## config.mk

```make
export PLATFORM = sky130hd
export DESIGN_NAME = banner_scroll_ctrl_flat
export DESIGN_NICKNAME = d
export VERILOG_FILES = /design/src/rtl/banner_scroll_ctrl_if.sv /design/src/rtl/banner_scroll_ctrl.sv /design/src/flat_wrapper.sv
export SDC_FILE = /design/constraint.sdc
export NUM_CORES = 1
export LEC_CHECK = 0
export CAP_MARGIN = 10
export CELL_PAD_IN_SITES_DETAIL_PLACEMENT = 1
export CELL_PAD_IN_SITES_GLOBAL_PLACEMENT = 2
export CORE_MARGIN = 1
export CORE_UTILIZATION = 40
export DETAILED_ROUTE_END_ITERATION = 6
export GPL_TIMING_DRIVEN = 0
export PLACE_DENSITY = 0.92
export SLEW_MARGIN = 0
export SYNTH_ARGS = -nofsm -noshare
export SYNTH_HDL_FRONTEND = slang
export SYNTH_SLANG_ARGS = --single-unit
```

## constraint.sdc

```tcl
create_clock -name clk -period 36.5 [get_ports clk]
set_input_delay 10.95 -clock clk [delete_from_list [all_inputs] [get_ports clk]]
set_output_delay 10.95 -clock clk [all_outputs]
set_load 0.005 [all_outputs]
```

## src/rtl/banner_scroll_ctrl_if.sv

```systemverilog
// Control, message-write and display-window signals of the rotating seven-segment banner.
// The controller takes the slave view; whatever drives the controls takes the master view.
interface banner_scroll_ctrl_if #(
  parameter int unsigned NUM_DIGITS = 4,
  parameter int unsigned CHAR_W     = 5
);
  logic                         msg_wr_en;
  logic [3:0]                   msg_wr_addr;
  logic [CHAR_W-1:0]            msg_wr_data;
  logic [4:0]                   msg_len;
  logic                         start;
  logic                         stop;
  logic                         clear;
  logic                         dir;
  logic                         step;
  logic [NUM_DIGITS*CHAR_W-1:0] window;
  logic [3:0]                   offset;
  logic                         tick;
  logic                         running;

  modport master (
    output msg_wr_en,
    output msg_wr_addr,
    output msg_wr_data,
    output msg_len,
    output start,
    output stop,
    output clear,
    output dir,
    output step,
    input  window,
    input  offset,
    input  tick,
    input  running
  );

  modport slave (
    input  msg_wr_en,
    input  msg_wr_addr,
    input  msg_wr_data,
    input  msg_len,
    input  start,
    input  stop,
    input  clear,
    input  dir,
    input  step,
    output window,
    output offset,
    output tick,
    output running
  );
endinterface

```

## src/rtl/banner_scroll_ctrl.sv

```systemverilog
// Rotating banner sequencer: message buffer, step-rate clock-enable, circular read offset
// and a registered NUM_DIGITS-character window for the segment mux/decoder.
module banner_scroll_ctrl #(
  parameter int unsigned CLK_HZ     = 100000000,
  parameter int unsigned STEP_HZ    = 1,
  parameter int unsigned MSG_LEN    = 16,
  parameter int unsigned NUM_DIGITS = 4,
  parameter int unsigned CHAR_W     = 5
) (
  input logic                 clk,
  input logic                 rst,
  banner_scroll_ctrl_if.slave bus
);

  localparam int unsigned DIV_VAL = CLK_HZ / STEP_HZ - 1;
  localparam int unsigned CNT_W   = $clog2(DIV_VAL + 1);
  localparam int unsigned AW      = (MSG_LEN > 1) ? $clog2(MSG_LEN) : 1;
  localparam int unsigned WIN_W   = NUM_DIGITS * CHAR_W;

  localparam logic [CNT_W-1:0] CNT_MAX = CNT_W'(DIV_VAL);
  localparam logic [4:0]       MAX_LEN = 5'(MSG_LEN);

  if (CLK_HZ / STEP_HZ < 2) begin : g_chk_rate
    $error("CLK_HZ/STEP_HZ must be at least 2");
  end
  if (MSG_LEN == 0 || MSG_LEN > 16 || (MSG_LEN & (MSG_LEN - 1)) != 0) begin : g_chk_len
    $error("MSG_LEN must be a power of 2 no larger than 16");
  end
  if (NUM_DIGITS == 0 || NUM_DIGITS > MSG_LEN) begin : g_chk_digits
    $error("NUM_DIGITS must be in 1..MSG_LEN");
  end

  typedef enum logic [1:0] {
    StIdle,
    StRun,
    StPause
  } state_e;

  state_e            state_q, state_d;
  logic [CNT_W-1:0]  cnt_q, cnt_d;
  logic [3:0]        offset_q, offset_d;
  logic [CHAR_W-1:0] mem_q [MSG_LEN];
  logic [CHAR_W-1:0] mem_d [MSG_LEN];
  logic [WIN_W-1:0]  window_q, window_d;

  logic       tick;
  logic       advance;
  logic [4:0] len_eff;
  logic [4:0] off_inc;
  logic [3:0] off_adv;
  logic [AW-1:0] wr_idx;

  // msg_len is clamped to 1..MSG_LEN so every modulo and wrap below stays in range.
  always_comb begin
    len_eff = bus.msg_len;
    if (bus.msg_len == 5'd0) begin
      len_eff = 5'd1;
    end else if (bus.msg_len > MAX_LEN) begin
      len_eff = MAX_LEN;
    end
  end

  // clear beats stop, stop beats start; stop outside RUN simply holds the state.
  always_comb begin
    state_d = state_q;
    if (bus.clear) begin
      state_d = StIdle;
    end else if (bus.stop) begin
      if (state_q == StRun) begin
        state_d = StPause;
      end
    end else if (bus.start) begin
      state_d = StRun;
    end
  end

  assign tick = (state_q == StRun) && (cnt_q == CNT_MAX);

  // Counting only while RUN persists also zeroes the counter on the cycle start is taken.
  always_comb begin
    cnt_d = '0;
    if (state_q == StRun && state_d == StRun) begin
      cnt_d = tick ? '0 : cnt_q + CNT_W'(1);
    end
  end

  always_comb begin
    off_inc = {1'b0, offset_q} + 5'd1;
    if (!bus.dir) begin
      off_adv = (off_inc == len_eff) ? 4'd0 : off_inc[3:0];
    end else begin
      off_adv = (offset_q == 4'd0) ? 4'(len_eff - 5'd1) : offset_q - 4'd1;
    end
  end

  assign advance = (state_q == StRun) ? tick : bus.step;

  // An offset left beyond a shortened message snaps home before any step is applied.
  always_comb begin
    offset_d = offset_q;
    if (bus.clear) begin
      offset_d = '0;
    end else if ({1'b0, offset_q} >= len_eff) begin
      offset_d = '0;
    end else if (advance) begin
      offset_d = off_adv;
    end
  end

  assign wr_idx = bus.msg_wr_addr[AW-1:0];

  always_comb begin
    mem_d = mem_q;
    if (bus.msg_wr_en) begin
      mem_d[wr_idx] = bus.msg_wr_data;
    end
  end

  // Digit 0 is leftmost and sits in the MSBs; short messages repeat across the digits.
  always_comb begin
    window_d = '0;
    for (int unsigned i = 0; i < NUM_DIGITS; i++) begin
      window_d[(NUM_DIGITS - 1 - i) * CHAR_W +: CHAR_W] =
          mem_q[AW'(({2'b00, offset_q} + 6'(i)) % {1'b0, len_eff})];
    end
  end

  always_ff @(posedge clk) begin
    if (rst) begin
      state_q  <= StIdle;
      cnt_q    <= '0;
      offset_q <= '0;
      window_q <= '1;
      for (int unsigned i = 0; i < MSG_LEN; i++) begin
        mem_q[i] <= '1;
      end
    end else begin
      state_q  <= state_d;
      cnt_q    <= cnt_d;
      offset_q <= offset_d;
      window_q <= window_d;
      mem_q    <= mem_d;
    end
  end

  assign bus.window  = window_q;
  assign bus.offset  = offset_q;
  assign bus.tick    = tick;
  assign bus.running = (state_q == StRun);

endmodule

```

## src/flat_wrapper.sv

```systemverilog
// flat-port wrapper written by rule: the top's interface ports become plain ports
module banner_scroll_ctrl_flat 
#(
  parameter int unsigned CLK_HZ     = 100000000,
  parameter int unsigned STEP_HZ    = 1,
  parameter int unsigned MSG_LEN    = 16,
  parameter int unsigned NUM_DIGITS = 4,
  parameter int unsigned CHAR_W     = 5
)
  (clk, rst, bus_msg_wr_en, bus_msg_wr_addr, bus_msg_wr_data, bus_msg_len, bus_start, bus_stop, bus_clear, bus_dir, bus_step, bus_window, bus_offset, bus_tick, bus_running);
  banner_scroll_ctrl_if #(.NUM_DIGITS(NUM_DIGITS), .CHAR_W(CHAR_W)) bus_i ();
  input logic clk;
  input logic rst;
  input wire logic [$bits(bus_i.msg_wr_en)-1:0] bus_msg_wr_en;
  input wire logic [$bits(bus_i.msg_wr_addr)-1:0] bus_msg_wr_addr;
  input wire logic [$bits(bus_i.msg_wr_data)-1:0] bus_msg_wr_data;
  input wire logic [$bits(bus_i.msg_len)-1:0] bus_msg_len;
  input wire logic [$bits(bus_i.start)-1:0] bus_start;
  input wire logic [$bits(bus_i.stop)-1:0] bus_stop;
  input wire logic [$bits(bus_i.clear)-1:0] bus_clear;
  input wire logic [$bits(bus_i.dir)-1:0] bus_dir;
  input wire logic [$bits(bus_i.step)-1:0] bus_step;
  output wire logic [$bits(bus_i.window)-1:0] bus_window;
  output wire logic [$bits(bus_i.offset)-1:0] bus_offset;
  output wire logic [$bits(bus_i.tick)-1:0] bus_tick;
  output wire logic [$bits(bus_i.running)-1:0] bus_running;
  assign bus_i.msg_wr_en = bus_msg_wr_en;
  assign bus_i.msg_wr_addr = bus_msg_wr_addr;
  assign bus_i.msg_wr_data = bus_msg_wr_data;
  assign bus_i.msg_len = bus_msg_len;
  assign bus_i.start = bus_start;
  assign bus_i.stop = bus_stop;
  assign bus_i.clear = bus_clear;
  assign bus_i.dir = bus_dir;
  assign bus_i.step = bus_step;
  assign bus_window = bus_i.window;
  assign bus_offset = bus_i.offset;
  assign bus_tick = bus_i.tick;
  assign bus_running = bus_i.running;
  banner_scroll_ctrl #(.CLK_HZ(CLK_HZ), .STEP_HZ(STEP_HZ), .MSG_LEN(MSG_LEN), .NUM_DIGITS(NUM_DIGITS), .CHAR_W(CHAR_W)) u_core (.clk(clk), .rst(rst), .bus(bus_i));
endmodule
```

==> impl_metrics.ini <==
[power]
power_density_nw_per_um2 = 59.8
p_seq_share_pct = 19.4
p_sw_share_pct = 45.1
p_leak_nw = 5.88
p_comb_share_pct = 58.0
p_clk_share_pct = 22.7
switchingPower_mw = 0.364
peakVddDrop_mv = 0.0395
internal-power_mw = 0.443

[grt]
grt_pass1_vias = 11700
grt_use_total_pct = 29.1
grt_max_degree = 21
grt_antenna_before_repair = 1
grt_pass1_wl_um = 68200
grt.overflow.total = 0

[worst_setup_path]
worstPathRequired_ns = 36.82
crit_path_end_kind = flop
startpoint_type = primary input
max_stage_delay_ns = 0.77
crit_path_start = bus_msg_len[3]
cp_max_fo = 16
rr_startpoint = u_core.bus.offset[1]
slowest_stage = nor2_1
critical_path.most_common_cell = ha_1
r2r_slack_ns = 26.72
critPathKind = in -> reg
cp.arrival_ns = 21.77

[min_path]
hp-start = u_core.cnt_q[4]
hp-class = reg -> reg

[die]
die_w_um = 175
core_um2 = 29000
num_rows = 62
start_util_pct = 41.2
die_h_um = 175
dieArea_um2 = 30600
ioPinCount = 48

[clock_network]
cts.sinks = 133
cts_tree = built
clock_latency_ns = 0.46
cts_buffers = 17
root_buffer = clkbuf_16
cts_resized = 0
cts_hold_buf = 0
postCtsSetupBuffers = 0
cts_max_level = 4
clockBufferDepth = 2
path_clk_slew_ns = 0.06

[logic_synthesis]
yosys.area.top_type_share_pct = 22.3
ys_seq_area_share_pct = 22.3
synth_xor_xnor_area_share_pct = 4.40
synth_ff_type = dfxtp_1
synth.area.mux_share_pct = 24.0
synth_fa_ha_area_share_pct = 10.2
synth_edf_count = 0
synth_simple_gate_area_share_pct = 17.2
synth_top_area_cell = dfxtp_1
synth_cell_types = 80
synth_top_family_by_area = multiplexers
syn_area_um2 = 11900
synthArstFlopShare_pct = 0
syn_avg_cell_area_um2 = 8.37
ys_top_cells_by_area = dfxtp_1 22%, mux2i_1 21%, ha_1 9.3%
synth-seq-cells = 133
synth_warnings = 0
syn_inst = 1427
synth_compound_area_share_pct = 17.4

[final_layout]
layout_common_cells = 255 x mux2i_1, 139 x nand2_1, 133 x dfxtp_1, 114 x nor2_1, 89 x ha_1
diodes = 0
fillCellCount = 3504
fin_nets = 1612
syn_to_final_growth_pct = 13.1
fin_util_pct = 46.6
drive_gt1_share_pct = 7.09
final_common_cell = mux2i_1

[sta]
setup_viol = 0
fin_worst_skew_ns = 0.0133
fin_crit_sh_pct = 58.8
worstMarginPinSlew_ns = 1.11
whs_ns = 0.507
slew_headroom_pct = 25.6
fmax_mhz = 46.6
grt_setup_unrepaired = false
hold_violations = 0
slew_violations = 0
period_needed_ns = 21.45
setup_tns_ns = 0

[placement]
globalplace.congestion = 1.01
hpwl_um = 33900
port_buffers = 46

[drt]
via_count = 11400
routedWlPerCell_um = 23.2
drc = 0
final_antenna_net_count = 0
drtIter0Drc = 670
vias_per_cell = 6.04
routed_wl_um = 44000
dr.pass1.iters = 5

[run_status]
run_status = finished clean

[job]
drv_cap = 0
[worst paths after layout]
kind	to	cells after the start
max	u_core.bus.window[17]	32
max reg2reg	u_core.bus.window[2]	34
min	u_core.cnt_q[4]	2
min reg2reg	u_core.cnt_q[4]	2
[critical path, delay by kind of cell]
| kind | cells | cell delay [ns] |
|---|---|---|
| compound gates | 13 | 3.29 |
| simple gates | 8 | 2.69 |
| buf+inv | 4 | 2.04 |
| fa+ha+maj | 4 | 1.46 |
| mux | 3 | 1.32 |
[logic make-up (layout without fill, tap and decap cells)]
family	after synthesis	count (layout)
mux	282	282
simple gates	425	425
other cells	1	5
flops	133	133
compound gates	302	302
fa+ha+maj	94	94
buf+inv	130	208
xor+xnor	60	60
[Yosys cell counts (3+ instances only)]
| library cell | instances |
|---|---|
| mux2i_1 | 255 |
| nand2_1 | 139 |
| dfxtp_1 | 133 |
| nor2_1 | 114 |
| ha_1 | 89 |
| a21oi_1 | 63 |
| inv_1 | 57 |
| o21ai_0 | 57 |
| clkbuf_1 | 45 |
| o211ai_1 | 36 |
| xor2_1 | 33 |
| nand3_1 | 31 |
| nor3_1 | 29 |
| xnor2_1 | 27 |
| mux2_2 | 25 |
| nor3b_1 | 23 |
| o21a_1 | 22 |
| a211o_1 | 21 |
| o22ai_1 | 20 |
| nand2b_1 | 16 |
| a21o_1 | 15 |
| buf_2 | 13 |
| o32ai_1 | 13 |
| and3_1 | 12 |
| a211oi_1 | 11 |
| nor4_1 | 10 |
| nor2b_1 | 9 |
| or3_1 | 9 |
| nand4_1 | 7 |
| a32oi_1 | 5 |
| buf_4 | 5 |
| fa_1 | 5 |
| o31ai_1 | 5 |
| buf_1 | 4 |
| buf_6 | 4 |
| nor3_2 | 4 |
| a31o_2 | 3 |
| a41oi_1 | 3 |
| and2_1 | 3 |
| or2_2 | 3 |
[flip-flops by register name, indices dropped and copies added, names as in the netlist]
name               cells
u_core.mem_q          80
u_core.state_q         2
u_core.bus.offset      4
u_core.bus.window     20
u_core.cnt_q          27
[stage by stage]
stage          power [mW]  setup WS (ns)  std cells  cell area [um2]
4_1_cts             0.802          15.09       1893            13500
3_5_place_dp        0.618          14.66       1861            12900
3_3_place_gp        0.610          14.85       1861            12900
2_1_floorplan       0.488          17.54       1431            12000
6_report            0.807          15.05       1893            13500
5_1_grt             0.844          14.37       1893            13500
[routing by layer]
metal / track usage, % / wire length [um]
met1: 35.9 / 19000
met2: 48.7 / 20500
met3: 4.22 / 2080
met4: 16.3 / 2400
met5: 0 / 0
[power groups by stage]
stage / Sequential (mW) / Combinational (mW) / Clock (mW)
2_1_floorplan: 0.158 / 0.330 / 0
3_3_place_gp: 0.160 / 0.450 / 0
3_5_place_dp: 0.160 / 0.458 / 0
4_1_cts: 0.157 / 0.461 / 0.185
5_1_grt: 0.157 / 0.496 / 0.191
6_report: 0.157 / 0.468 / 0.183
[cell type report]
type	count	area [um2]	area share (%)
repair buffers	46	460	3.41
clock inverters	14	173	1.28
multi-input cells	1168	8750	64.8
well taps	384	480	3.56
plain buffers	71	332	2.45
clock buffers	18	429	3.18
inverters	59	221	1.64
flip-flops and latches	133	2660	19.7
Note: power is estimated with default switching activity, not from simulation.
